### config.mk
export PLATFORM = sky130hd
export DESIGN_NAME = melody_sequencer
export DESIGN_NICKNAME = d
export VERILOG_FILES = /design/src/rtl/melody_sequencer.sv
export SDC_FILE = /design/constraint.sdc
export NUM_CORES = 1
export LEC_CHECK = 0
export CAP_MARGIN = 10
export CORE_UTILIZATION = 50
export CTS_BUF_LIST = sky130_fd_sc_hd__clkbuf_8
export DETAILED_ROUTE_END_ITERATION = 6
export GPL_ROUTABILITY_DRIVEN = 0
export MAX_ROUTING_LAYER = met4
export PLACE_DENSITY_LB_ADDON = 0.12
export RECOVER_POWER = 100
export SETUP_SLACK_MARGIN = 0.3
export SYNTH_ARGS = -nofsm -noshare
export SYNTH_HDL_FRONTEND = slang
export SYNTH_SLANG_ARGS = --single-unit
### constraint.sdc
create_clock -name clk -period 7.6 [get_ports clk]
set_input_delay 1.52 -clock clk [delete_from_list [all_inputs] [get_ports clk]]
set_output_delay 1.52 -clock clk [all_outputs]
set_load 0.01 [all_outputs]
### src/rtl/melody_sequencer.sv
// Melody sequencer: plays up to eight stored note entries, each held for
// dur * TICK_DIV clock cycles, with optional looping and a stop abort.
module melody_sequencer #(
   parameter int TICK_DIV = 1000
) (
   input  logic       clk,
   input  logic       rst,
   input  logic       wr_en,
   input  logic [2:0] wr_addr,
   input  logic [7:0] wr_data,
   input  logic [3:0] len,
   input  logic       loop,
   input  logic       start,
   input  logic       stop,
   output logic       Tom,
   output logic       notas1,
   output logic       notas2,
   output logic       notas3,
   output logic       nota_valida,
   output logic [2:0] idx,
   output logic       busy,
   output logic       done
);

   localparam int TW = (TICK_DIV > 1) ? $clog2(TICK_DIV) : 1;
   localparam logic [TW-1:0] TICK_MAX = TW'(TICK_DIV - 1);

   typedef enum logic [1:0] {
      S_IDLE,
      S_FETCH,
      S_PLAY,
      S_DONE
   } state_t;

   state_t        state_q, state_d;
   logic [7:0]    mem_q [8];
   logic [7:0]    mem_d [8];
   logic [3:0]    len_q, len_d;
   logic [3:0]    unit_q, unit_d;
   logic [TW-1:0] tick_q, tick_d;
   logic [2:0]    idx_q, idx_d;
   logic          tom_q, tom_d;
   logic [2:0]    notas_q, notas_d;
   logic          tom_o_q, tom_o_d;
   logic [2:0]    notas_o_q, notas_o_d;
   logic          nv_q, nv_d;

   logic [7:0]    entry;
   logic          last_idx;
   logic [2:0]    adv_idx;
   state_t        adv_state;

   always_comb begin
      mem_d = mem_q;
      if (wr_en) begin
         mem_d[wr_addr] = wr_data;
      end
   end

   // Where to go once the current entry is finished or skipped.
   always_comb begin
      entry     = mem_q[idx_q];
      last_idx  = ({1'b0, idx_q} == (len_q - 4'd1));
      adv_idx   = idx_q + 3'd1;
      adv_state = S_FETCH;
      if (last_idx) begin
         if (loop) begin
            adv_idx = 3'd0;
         end else begin
            adv_idx   = idx_q;
            adv_state = S_DONE;
         end
      end
   end

   always_comb begin
      state_d = state_q;
      len_d   = len_q;
      unit_d  = unit_q;
      tick_d  = tick_q;
      idx_d   = idx_q;
      tom_d   = tom_q;
      notas_d = notas_q;
      unique case (state_q)
         S_IDLE: begin
            if (start && !stop && (len != 4'd0)) begin
               len_d   = (len > 4'd8) ? 4'd8 : len;
               idx_d   = 3'd0;
               state_d = S_FETCH;
            end
         end
         S_FETCH: begin
            tom_d   = entry[7];
            notas_d = entry[6:4];
            unit_d  = entry[3:0];
            tick_d  = TICK_MAX;
            if (entry[3:0] != 4'd0) begin
               state_d = S_PLAY;
            end else begin
               state_d = adv_state;
               idx_d   = adv_idx;
            end
         end
         S_PLAY: begin
            if (tick_q == '0) begin
               if (unit_q == 4'd1) begin
                  state_d = adv_state;
                  idx_d   = adv_idx;
               end else begin
                  unit_d = unit_q - 4'd1;
                  tick_d = TICK_MAX;
               end
            end else begin
               tick_d = tick_q - TW'(1);
            end
         end
         S_DONE: begin
            state_d = S_IDLE;
         end
         default: begin
            state_d = S_IDLE;
         end
      endcase
      if (stop && (state_q != S_IDLE)) begin
         state_d = S_IDLE;
      end
      // Note outputs are only ever non-zero while sounding.
      nv_d      = (state_d == S_PLAY);
      tom_o_d   = nv_d ? tom_d : 1'b0;
      notas_o_d = nv_d ? notas_d : 3'b000;
   end

   always_ff @(posedge clk or posedge rst) begin
      if (rst) begin
         state_q   <= S_IDLE;
         len_q     <= '0;
         unit_q    <= '0;
         tick_q    <= '0;
         idx_q     <= '0;
         tom_q     <= 1'b0;
         notas_q   <= '0;
         tom_o_q   <= 1'b0;
         notas_o_q <= '0;
         nv_q      <= 1'b0;
         for (int i = 0; i < 8; i++) begin
            mem_q[i] <= '0;
         end
      end else begin
         state_q   <= state_d;
         len_q     <= len_d;
         unit_q    <= unit_d;
         tick_q    <= tick_d;
         idx_q     <= idx_d;
         tom_q     <= tom_d;
         notas_q   <= notas_d;
         tom_o_q   <= tom_o_d;
         notas_o_q <= notas_o_d;
         nv_q      <= nv_d;
         mem_q     <= mem_d;
      end
   end

   assign Tom         = tom_o_q;
   assign notas1      = notas_o_q[0];
   assign notas2      = notas_o_q[1];
   assign notas3      = notas_o_q[2];
   assign nota_valida = nv_q;
   assign idx         = idx_q;
   assign busy        = (state_q != S_IDLE);
   assign done        = (state_q == S_DONE);

endmodule

=== Yosys cells after proc, flatten, opt, wreduce, memory -nomap -nowiden ===
Index checks and enable logic that the tools add are counted.

* Bits in registers: 96

* $add $sub $neg: 4
* Order comparisons: 4
* Eq/ne operators: 12
* Muxes and demuxes: 32
* Bitwise operators: 2
* Reductions and logical operators: 16

{| class="wikitable"
|+ Operator list
! cell !! number
|-
| bitwise mux 64 bit || 1
|-
| binary-select mux 8 bit (select 3 bit) || 1
|-
| demux 8 bit (select 3 bit) || 1
|-
| 2-to-1 mux 3 bit || 8
|-
| 2-to-1 mux 8 bit || 3
|-
| 2-to-1 mux 10 bit || 2
|-
| case mux 10 bit (2 select lines) || 1
|-
| 2-to-1 mux 2 bit || 7
|-
| 2-to-1 mux 4 bit || 3
|-
| logical NOT 10 bit || 1
|-
| inequality test 2 bit, second input constant || 5
|-
| subtractor 10 x 1 -> 10 bit, second input constant || 1
|-
| case mux 3 bit (3 select lines) || 1
|-
| greater-or-equal comparator 4 bit, second input constant || 2
|-
| inverter 3 -> 4 bit || 2
|-
| case mux 2 bit (4 select lines) || 1
|-
| case mux 4 bit (2 select lines) || 1
|-
| nonzero test 4 bit || 2
|-
| subtractor 4 x 1 -> 4 bit, second input constant || 2
|-
| == test 2 bit, second input constant || 3
|-
| AND reduction 5 bit || 1
|-
| == test 3 x 4 -> 1 bit || 1
|-
| == test 4 x 1 -> 1 bit, second input constant || 1
|-
| > comparator 4 bit, second input constant || 1
|-
| other kinds (12) || 18
|}

=== Depth between registers and ports, before layout ===
* Depth after elaboration: 10
* Depth in mapped cells: 9
* Gate-level depth less buffers: 8

=== Worst setup path before layout ===
OpenSTA, ideal clock, no wires.

* Kind: input to register
* Start: input port wr_addr[0]
* End: register mem_q[24] (netlist name)
* Arrival: 2.909 ns
* Setup slack: 4.566 ns
* Stages on the path: 4
* Buffers on the path: 1
* Cell sequence: clkbuf_1 > nand2b_1 > nor3b_1 > mux2_2

* Longest elaborated chain between the ends: 6
* Elaborated cells between the ends (all ways): 7

{| class="wikitable"
|+ RTL lines
! what !! line !! source
|-
| from (decl) || 9 || <nowiki>input logic [2:0] wr_addr,</nowiki>
|-
| inverter 3 -> 4 bit (implied by the code) (*) || 56 || <nowiki>mem_d[wr_addr] = wr_data;</nowiki>
|-
| greater-or-equal comparator 4 bit (implied by the code) or less-than comparator 4 x 1 -> 1 bit (tied branches) || 56 ||
|-
| logical AND 1 bit (implied by the code) || 56 ||
|-
| 2-to-1 mux 8 bit (implied by the code) || 56 ||
|-
| demux 8 bit (select 3 bit) (*) || 56 ||
|-
| bitwise mux 64 bit (*) || 56 ||
|-
| to (signal assigned) || 159 || <nowiki>mem_q <= mem_d;</nowiki>
|-
| to (decl) || 36 || <nowiki>logic [7:0] mem_q [8];</nowiki>
|}

Every way passes the cells marked *; elsewhere a longest branch is shown, timed or not.
A chain may end at the register's enable or synchronous reset.

=== Final worst setup path ===
* Start: register idx_q[0], in the netlist idx[0]
* End: register notas_o_q[2]

* Longest elaborated chain between the ends: 10
* Elaborated cells between the ends (all ways): 15

{| class="wikitable"
|+ RTL lines
! what !! line !! source
|-
| from (decl) || 41 || <nowiki>logic [2:0] idx_q, idx_d;</nowiki>
|-
| from (signal assigned) || 153 || <nowiki>idx_q <= idx_d;</nowiki>
|-
| inverter 3 -> 4 bit (implied by the code) || 62 || <nowiki>entry = mem_q[idx_q];</nowiki>
|-
| binary-select mux 8 bit (select 3 bit) || 62 ||
|-
| 2-to-1 mux 8 bit (implied by the code) (2 in a row) || 62 ||
|-
| nonzero test 4 bit || 97 || <nowiki>if (entry[3:0] != 4'd0) begin</nowiki>
|-
| 2-to-1 mux 2 bit || 97 ||
|-
| case mux 2 bit (4 select lines) || 84 || <nowiki>unique case (state_q)</nowiki>
|-
| 2-to-1 mux 2 bit || 124 || <nowiki>if (stop && (state_q != S_IDLE)) begin</nowiki>
|-
| == test 2 bit || 128 || <nowiki>nv_d = (state_d == S_PLAY);</nowiki>
|-
| 2-to-1 mux 3 bit (*) || 130 || <nowiki>notas_o_d = nv_d ? notas_d : 3'b000;</nowiki>
|-
| via notas_o_d[2] || 45 || <nowiki>logic [2:0] notas_o_q, notas_o_d;</nowiki>
|-
| to (signal assigned) || 157 || <nowiki>notas_o_q <= notas_o_d;</nowiki>
|-
| to (decl) || 45 ||
|}

Mark *: on every way through the listed nets, which the timed path passes. The rest lies on a longest branch. The select of a mux whose other input is x is not followed.

==> run summary <==
Hpwl dp: 5890 um
Post-DP Area: 5050 um2
FMAX: 235 MHz
Clk Latency, worst-skew pair: 350 ps
Largest net degree at the start of global routing: 72
Synth Warn #: 0
Max FO, Critical Path: 21
Fin crit period: 4260 ps
Layout cells sized above 1: 25.4%
Total GRT Usage: 20.3%
Run status: complete, but fails checks
RSZ-0062 raised after global routing: no
Top post-synthesis cells by area: dfrtp_1 52%, mux2_2 17%, mux4_2 7.8%
Clock transition at path regs: 90 ps
Clock sinks: 96
First-pass GRT wire length: 14800 um
Setup bufs post-CTS: 0
Grt total ovfl: 0
Die area: 9650 um2
Worst path cell trace: clkbuf_1, mux4_2, mux2_1, nor4_1, a21boi_0, o31ai_1, nor3b_1
Worst Reg-to-Reg Cells: 7
TritonCTS clock tree: built
Initial antenna violation count: 0
P per Cell Area: 299 nW/um2
Post-route cell area: 5190 um2
Area delta synth->final: 12.1%
Top Family by Delay on Critical Path: buffers and inverters
Drc violations: 3
Starting Density: 52.3%
Worst path bufs/invs: 1
DRT iter0 DRCs: 105
Cells after Synth: 352
LEAKAGE: 2.18 nW
Violated checks: design-rule violations, max-capacitance violations, max-slew violations
TNS Setup: 0 ps
Seq/Total Area, Yosys: 51.9%
Synth Area in Simple Gates: 9.86%
Final hold vios: 0
I/O pin count: 31
Syn_nets: 383
Final net count: 416
Worst-margin pin slew: 1640 ps
Die width: 98.3 um
Routed wire length: 8590 um
Root Buffer: clkbuf_8
H-tree depth: 3
TritonRoute pass-1 iters: 6
Post-place setup slack: 4110 ps
Hold_buf cts: 0
Fin Clk Skew: 11.3 ps
Post-synth EDFFs: 0
Most frequently used flop master after synthesis: dfrtp_1
Asr flop ratio synth: 100%
Crit-path max cell delay: 1180 ps
Crit. End Element: flop
Antenna-violating nets left: 0
Slew Viols, Final: 22
Die Span Y: 98.3 um
Row cnt: 34
Vias/cell: 5.82
Worst rel slew slack: -9.48%
Hold crit path type: reg -> reg
Worst Path Arrival: 4460 ps
Vias: 2895
Max Cap Viol: 1
Crit share post-route: 56.0%
Post-cts sizing count: 0
CTS buffer count: 9
Compound-gate portion of the synthesized area: 6.35%
Worst path required time: 7810 ps
Area of the core: 8850 um2
Worst Slack Setup Final: 3340 ps
Mapped Area: 4630 um2
Peak supply drop: 0.148 mV
R2R setup slack: 3340 ps
Port Buffers: 30
Adder-cell share of the synthesized area: 2.70%
Synth top area share: 51.9%
Post-synthesis area per instance: 13.2 um2
Antenna Cells: 0
Mux contribution to synthesized area: 26.2%
Per-cell routed wire length: 17.3 um
Largest family of logic cells by synthesized area: multiplexers
Critical path class: reg -> reg
XOR/XNOR Fraction of Synth Area: 0.567%
Slowest CP cell: clkbuf_1
Critical path depth: 7
Area leader, netlist: dfrtp_1
Final Setup Violations: 0
Worst hold path depth: 1
Max Root-Sink Buffers: 2
Vias in the first global route: 3007
Yosys reg bits: 96
Synth cell types: 48
Crit start category: flop
## cell usage in the layout, fill, tap and decap left out, types with 2 or more instances in the layout
| master | count |
|---|---|
| nand3_1 | 7 |
| nand4b_1 | 3 |
| o31ai_1 | 3 |
| nor2_1 | 10 |
| nor3_1 | 9 |
| clkinv_2 | 2 |
| mux4_2 | 16 |
| nor4_1 | 2 |
| inv_1 | 14 |
| clkbuf_1 | 5 |
| a211oi_1 | 4 |
| a21oi_1 | 14 |
| nand2_1 | 12 |
| a211o_1 | 2 |
| nand4_1 | 3 |
| nor3b_1 | 8 |
| o21ai_0 | 11 |
| a31oi_1 | 3 |
| dfrtp_1 | 96 |
| clkdlybuf4s50_1 | 17 |
| ha_1 | 10 |
| xor2_1 | 2 |
| mux2_1 | 5 |
| nand2b_1 | 7 |
| nor2b_1 | 5 |
| mux2_2 | 65 |
| and2_1 | 2 |
| nand3b_1 | 2 |
| dlygate4sd3_1 | 13 |
| mux2i_1 | 6 |
| clkbuf_8 | 9 |
## stage by stage
stage	hold slack [ps]	util, %	instances	total power (W)
after floorplan	444	-	352	0.00113
final	494	58.7	497	0.00155
after global routing	517	58.7	497	0.00166
after CTS	495	59.2	497	0.00160
after global placement	469	57.1	482	0.00126
after detailed placement	482	57.1	482	0.00127
## cell families (layout without fill, tap and decap cells)
group / after synthesis / in the layout
xor gates and xnor gates: 3 / 3
and+or+nand+nor: 77 / 77
AOI/OAI and AO/OA: 46 / 46
buffers and inverters: 28 / 65
adders and majority gates: 10 / 10
muxes: 92 / 92
DFF: 96 / 96
## Yosys cell counts, types with 2 or more instances
master    count
a211o_1       2
a211oi_1      4
a21oi_1      14
a31oi_1       3
and2_1        2
buf_2         2
clkbuf_1     11
dfrtp_1      96
ha_1         10
inv_1        14
mux2_2       69
mux2i_1       6
mux4_2       16
nand2_1      12
nand2b_1      7
nand3_1       7
nand3b_1      2
nand4_1       3
nand4b_1      3
nor2_1       10
nor2b_1       5
nor3_1        9
nor3b_1       8
o21ai_0      11
o31ai_1       2
xor2_1        2
## path summary, 6_finish.rpt
kind                                       startpoint                      to
worst max-delay path               idx[0]$_DFFE_PP0P_  notas_o_q[2]$_DFF_PP0_
worst min-delay path            tick_q[9]$_DFFE_PP0P_   tick_q[9]$_DFFE_PP0P_
worst max register to register     idx[0]$_DFFE_PP0P_  notas_o_q[2]$_DFF_PP0_
worst min register to register  tick_q[9]$_DFFE_PP0P_   tick_q[9]$_DFFE_PP0P_
max in group asynchronous                         rst         tom_q$_DFF_PP0_
min in group asynchronous                         rst   tick_q[9]$_DFFE_PP0P_
## worst reg2reg max path: cells and delay by family, from the launching register on
family                 cells  cell delay [ps]
muxes                      2             1010
buffers and inverters      1             1180
and+or+nand+nor            2              780
DFF                        1              330
AOI/OAI and AO/OA          2              820
## report_power, final
part | total [W] | internal (W) | switching (W)
logic | 0.000511 | 0.000267 | 0.000244
registers | 0.000720 | 0.000641 | 0.0000798
clock network | 0.000319 | 0.000150 | 0.000170
## state kept, by name, indices dropped and copies added (netlist names)
register     cells
state_q          2
tom_q            1
Tom              1
tick_q          10
idx              3
mem_q           64
notas_o_q        3
len_q            4
notas_q          3
unit_q           4
nota_valida      1
## layer usage
metal	vias up	share of wire (%)	global-route usage [%]
met3	9	2.6	4.44
met1	1484	46	26.4
met5	-	0	-
met2	42	50	32.7
met4	0	0.64	4.82
li1	1360	-	-
## layout make-up
cell class                 count  area [um2]
clock buffer                   9         124
clock inverter                 6        61.3
fill                         741        3650
inverter                      14        53.8
multi-input combinational    228        2090
sequential                    96        2400
tap                          108         135
timing repair buffer          36         327
Note: power is estimated with default switching activity, not from simulation.
